`src/rtl/mod4_down_counter_ego1.sv`:
```
// mod4_down_counter_ego1: debounced S1 button steps a 2-bit counter on each release.
// Default build counts down (00->11->10->01->00) with a registered borrow flag.
// Define MOD4_UPDOWN_EN to add the `up` port, which selects counting up with a carry flag.
module mod4_down_counter_ego1 #(
  parameter int unsigned DEBOUNCE_CYCLES = 2_000_000
) (
  input  logic clk,
  input  logic rd,
  input  logic x,
`ifdef MOD4_UPDOWN_EN
  input  logic up,
`endif
  output logic y2,
  output logic y1,
  output logic z,
  output logic evt
);

  localparam int unsigned DCW = $clog2(DEBOUNCE_CYCLES + 1);
  localparam logic [DCW-1:0] DC_LAST = DCW'(DEBOUNCE_CYCLES - 1);

  logic           r_s1;
  logic           r_xs;
  logic           r_xd;
  logic           r_xd_q;
  logic [DCW-1:0] r_dc;
  logic [1:0]     r_cnt;
  logic           r_z;
  logic           r_evt;

  logic           w_xd_nxt;
  logic [DCW-1:0] w_dc_nxt;
  logic           w_fall;
  logic [1:0]     w_cnt_nxt;
  logic           w_z_nxt;

`ifdef MOD4_UPDOWN_EN
  logic           r_up_s1;
  logic           r_up_s;

  // Two-flop synchroniser for the direction select
  always_ff @(posedge clk or negedge rd) begin
    if (!rd) begin
      r_up_s1 <= 1'b0;
      r_up_s  <= 1'b0;
    end else begin
      r_up_s1 <= up;
      r_up_s  <= r_up_s1;
    end
  end
`endif

  // Two-flop synchroniser for the raw button level
  always_ff @(posedge clk or negedge rd) begin
    if (!rd) begin
      r_s1 <= 1'b0;
      r_xs <= 1'b0;
    end else begin
      r_s1 <= x;
      r_xs <= r_s1;
    end
  end

  // Debounce: accept a new level only after it persists for DEBOUNCE_CYCLES cycles
  always_comb begin
    w_dc_nxt = r_dc;
    w_xd_nxt = r_xd;
    if (r_xs == r_xd) begin
      w_dc_nxt = '0;
    end else if (r_dc == DC_LAST) begin
      w_xd_nxt = r_xs;
      w_dc_nxt = '0;
    end else begin
      w_dc_nxt = r_dc + DCW'(1);
    end
  end

  // Debouncer state and delayed copy for release detection
  always_ff @(posedge clk or negedge rd) begin
    if (!rd) begin
      r_dc   <= '0;
      r_xd   <= 1'b0;
      r_xd_q <= 1'b0;
    end else begin
      r_dc   <= w_dc_nxt;
      r_xd   <= w_xd_nxt;
      r_xd_q <= r_xd;
    end
  end

  // A count event is a falling edge of the accepted level (button release)
  assign w_fall = r_xd_q & ~r_xd;

  // Next counter value and borrow/carry flag; hold between events
  always_comb begin
    w_cnt_nxt = r_cnt;
    w_z_nxt   = r_z;
    if (w_fall) begin
`ifdef MOD4_UPDOWN_EN
      if (r_up_s) begin
        w_cnt_nxt = r_cnt + 2'd1;
        w_z_nxt   = (r_cnt == 2'b11);
      end else
`endif
      begin
        w_cnt_nxt = r_cnt - 2'd1;
        w_z_nxt   = (r_cnt == 2'b00);
      end
    end
  end

  // Counter, flag and event strobe registers
  always_ff @(posedge clk or negedge rd) begin
    if (!rd) begin
      r_cnt <= 2'b00;
      r_z   <= 1'b0;
      r_evt <= 1'b0;
    end else begin
      r_cnt <= w_cnt_nxt;
      r_z   <= w_z_nxt;
      r_evt <= w_fall;
    end
  end

  assign y2  = r_cnt[1];
  assign y1  = r_cnt[0];
  assign z   = r_z;
  assign evt = r_evt;

endmodule

```
`config.mk`:
```
export PLATFORM = sky130hd
export DESIGN_NAME = mod4_down_counter_ego1
export DESIGN_NICKNAME = d
export VERILOG_FILES = /design/src/rtl/mod4_down_counter_ego1.sv
export SDC_FILE = /design/constraint.sdc
export NUM_CORES = 1
export LEC_CHECK = 0
export CORE_MARGIN = 4
export CORE_UTILIZATION = 53
export CTS_CLUSTER_SIZE = 30
export DETAILED_ROUTE_END_ITERATION = 10
export HOLD_SLACK_MARGIN = 0.05
export PLACE_DENSITY = 0.72
export SLEW_MARGIN = 20
export SYNTH_ARGS = -nofsm -noshare
export SYNTH_HDL_FRONTEND = slang
export SYNTH_SLANG_ARGS = --single-unit
export TNS_END_PERCENT = 100
```
`constraint.sdc`:
```
create_clock -name clk -period 2.5 [get_ports clk]
set_clock_uncertainty 0.1 [all_clocks]
set_input_delay 0.25 -clock clk [delete_from_list [all_inputs] [get_ports clk]]
set_output_delay 0.25 -clock clk [all_outputs]
set_load 0.005 [all_outputs]
```
# [Word-level counts from Yosys, hierarchy flattened]
# Index checks and enable logic that the tools add are counted.
[classes] muxes=2 bitwise_logic=3 n_reduce_logical=2 n_eq_ne=2 n_addsub=2
[ops] op="$mux W21" count=2
[ops] op="$add A21 B1 Y21 const B" count=1
[ops] op="$eq A21 B21 Y1 const B" count=1
[ops] op="$logic_not A2 Y1" count=1
[ops] op="$not A1 Y1" count=2
[ops] op="$reduce_and A2 Y1" count=1
[ops] op="$sub A2 B1 Y2 const B" count=1
[ops] op="$and A1 B1 Y1" count=1
[ops] op="$eq A1 B1 Y1" count=1
[totals] in_bits=3 out_inout_bits=4 elab_cells=19 regBits=29

# [Depth between registers and ports, before layout]
[depth] word_depth=3 mapped_depth=6 ltp_nobuf=5

# [Least setup slack after synthesis]
# No wires, ideal clock.
[synth_timing] path_kind="reg-to-reg" startpoint="register r_dc[0]" endpoint="register r_xd" path_buffers=0 path_slack_ps=522 path_stages_with_launch=6 arrival_time_ps=1753 period_less_slack_ps=1978 path_cell_list="dfrtp_1 -> ha_1 -> nand4_1 -> or2_2 -> nor2_1 -> mux2_2"
[synth_via] elab_chain_len=2
[synth_lines] element="from (decl)" line_no="26" rtl="logic [DCW-1:0] r_dc;"
[synth_lines] element="from (signal assigned)" line_no="85" rtl="r_dc <= w_dc_nxt;"
[synth_lines] element="$eq A21 B21 Y1" line_no="70" rtl="end else if (r_dc == DC_LAST) begin"
[synth_lines] element="$reduce_and A2 Y1 (no source line)"
[synth_lines] element="to (signal assigned)" line_no="86" rtl="r_xd <= w_xd_nxt;"
[synth_lines] element="to (decl)" line_no="24" rtl="logic r_xd;"
# Every way passes these cells.
# A chain may end at the register's enable or synchronous reset.

# [Worst setup path in the final report]
[layout_timing] startpoint="register r_dc[0]" endpoint="register r_dc[20]"
[layout_via] elab_chain_len=3 word_cells_on_any_way=4 classes_between="add/sub: 1; eq/ne: 1; mux: 2"
[layout_lines] element="$add A21 B1 Y21 or $eq A21 B21 Y1 (tied branches)" line_no="74, 70"
[layout_lines] element="$mux W21 *" line_no="70"
[layout_lines] element="$mux W21 *" line_no="68" rtl="if (r_xs == r_xd) begin"
[layout_lines] element="named net w_dc_nxt[20]" line_no="32" rtl="logic [DCW-1:0] w_dc_nxt;"
# The timed path passes the listed nets; every way through them passes the cells marked *.

==> metrics.yaml <==
status: "finished clean"
postRouteAntennaNets: 0
grt_pass1_wl_um: 4084
maxCapViolations: 0
synth_edf_count: 0
overflow: 0
ys_ff_latch: 29
cp_max_fo: 6
crit_type: "flop to flop"
grt_max_degree: 30
root_buffer: "clkbuf_4"
placeableCoreArea_mm2: 0.002477
boundaryPins: 7
async_flop_share_pct: 100.0
port_buffers: 6
p_seq_share_pct: 60.7
relSlewSlack_pct: 69.44
p_sw_share_pct: 22.01
post_cts_resized: 0
clk_latency_ns: 0.33
synth_area_mm2: 0.001378
drt_first_pass_iters: 4
fill_cells: 211
pre_cts_slack_ns: 0.6251
drt_iter0_drc: 28
synth_top_area_share_pct: 52.68
dieArea_mm2: 0.003479
via_count: 996
finalMaxSlewViolations: 0
p_leak_nw: 0.6196
period_minus_slack_ns: 1.896
tns_ns: 0
synth.top_cells.by_area: "dfrtp_1 (53%), xnor2_1 (8.3%), nor2_1 (5.2%)"
syn_area_per_cell_um2: 10.60
cp-startpoint: "r_dc[0]"
yosysUniqueCellTypes: 33
finalCritPeriodShare_pct: 75.86
cts.clk_slew.worst_paths_ns: 0.09
seq_area_um2: 725.7
synth.net_count: 135
cts_setup_buffers: 0
setup_slack_ns: 0.6036
finalCoreUtilization_pct: 61.77
multi_input_area_um2: 606.8
first_global_vias: 920
min_path_type: "input pin to async pin"
cts_tree: "done"
synth_cells: 130
cp-end-kind: "flop"
final-hold-violation-count: 0
synth_top_cell_by_area: "dfrtp_1"
htreeDepth: 2
required_ns: 2.62
dieWidth_um: 58.98
initial_core_util_pct: 55.61
p_int_mw: 0.6165
cts_buffers: 5
place.gp.congestion: 0.8093
ir_worst_vdd_mv: 0.3987
finalPower_mw: 0.7905
n_antenna_cell: 0
r2r_start: "r_dc[0]"
pwr-share-comb_pct: 3.5
synth.cells.most_frequent: "dfrtp_1 (29), nor2_1 (19), xnor2_1 (13), nor4_1 (8)"
drt-total-wl_um: 2503
max_freq_ghz: 0.5273
tightest_slew_ns: 0.4551
antenna_found_initial: 0
wl_per_cell_um: 14.47
clkPwrFrac_pct: 35.8
holdWs_ns: 0.1861
ctsHoldBuffers: 0
dp_hpwl_um: 1807
yosysMostFrequentCell: "dfrtp_1"
final_nets: 148
seq_area_frac_synth_pct: 52.68
track_usage_pct: 16.27
reg2reg_depth: 6
rsz0062_at_grt: "false"
drive_above_1_share_pct: 11.89
synth_ff_type: "dfrtp_1"
power.density_mw_per_mm2: 516.6
yosysWarnings: 0
cts_num_sinks: 29
p_switching_mw: 0.1740
via_per_inst: 5.757
r2r-end: "r_dc[20]"
cts.path.max_buffers: 2
start_kind: "flop"
drc: 0
die_h_um: 58.98
r2r_slack_ns: 0.60
arrival_ns: 2.02
finalSetupViolations: 0
syn2layout_area_growth_pct: 11.08
rows: 18
## metal layers
metal	vias up	wire (um)	GRT usage [%]	part of all wire, %
met5	-	0	0	0
met4	0	57	7.767	2.3
met3	7	137	5.882	5.5
met2	25	1226	25.39	49
met1	482	1082	20.03	43
li1	482	-	-	-
## logic make-up after synthesis
group                    after synthesis  synth area share [%]
AND/OR/NAND/NOR                       60                 24.34
AO/OA/AOI/OAI                         10                 4.541
flip-flops                            29                 52.68
XOR/XNOR                              15                 9.537
buffers and inverters                  9                 3.270
multiplexers                           5                 3.815
adder cells (fa/ha/maj)                2                 1.816
## stage by stage
| step | cells | instance area [um2] |
|---|---|---|
| after global placement | 166 | 1475 |
| after global routing | 173 | 1530 |
| after floorplan | 130 | 1378 |
| after detailed placement | 166 | 1475 |
| final | 173 | 1530 |
| after CTS | 173 | 1530 |
## placed cells by master, fill, tap and decap left out, drive strengths merged, types with 2 or more instances in the layout
master,synthesis,routed
o21ai,2,2
xnor2,13,13
nor4,9,9
ha,2,2
o31ai,2,2
nor2,19,19
clkbuf,1,7
mux2i,3,3
xor2,2,2
clkdlybuf4s50,0,6
a21oi,4,4
buf,2,3
inv,6,6
nand2,6,6
or2,3,3
mux2,2,2
or4,2,2
nor3,3,3
dfrtp,29,29
nand3,7,7
nand4,6,6
## worst max-delay path by stage
stage	end	slack [ns]
2_1_floorplan	r_xd	0.52
3_3_place_gp	r_xd	0.67
3_5_place_dp	r_dc[20]	0.63
4_1_cts	r_dc[20]	0.60
5_1_grt	r_dc[20]	0.43
6_report	r_dc[20]	0.60
## critical path, cell delays in order (launching register included)
cell and delay (ns):
dfrtp_1 0.41, ha_1 0.23, nand4_1 0.12, buf_4 0.18
nor4_4 0.36, mux2i_1 0.14, nor4_1 0.26
## state kept, by name (all words and copies together) (netlist names)
| register | flops |
|---|---|
| evt | 1 |
| r_cnt | 2 |
| r_dc | 21 |
| r_s1 | 1 |
| r_xd | 1 |
| r_xd_q | 1 |
| r_xs | 1 |
| z | 1 |
## cell type report
type | count | share of cell area (%)
multi-input combinational | 92 | 39.66
timing repair buffer | 9 | 5.397
tap | 30 | 2.453
inverter | 6 | 1.472
clock buffer | 7 | 3.598
sequential | 29 | 47.42
## power groups by stage
stage | logic (mW) | registers, mW | clock network [mW]
after floorplan | 0.0125 | 0.488 | 0
after global placement | 0.0283 | 0.489 | 0
after detailed placement | 0.0290 | 0.489 | 0
after CTS | 0.0291 | 0.480 | 0.292
after global routing | 0.0320 | 0.481 | 0.313
final | 0.0278 | 0.480 | 0.283
No activity file was read; power rests on OpenSTA's default activity.
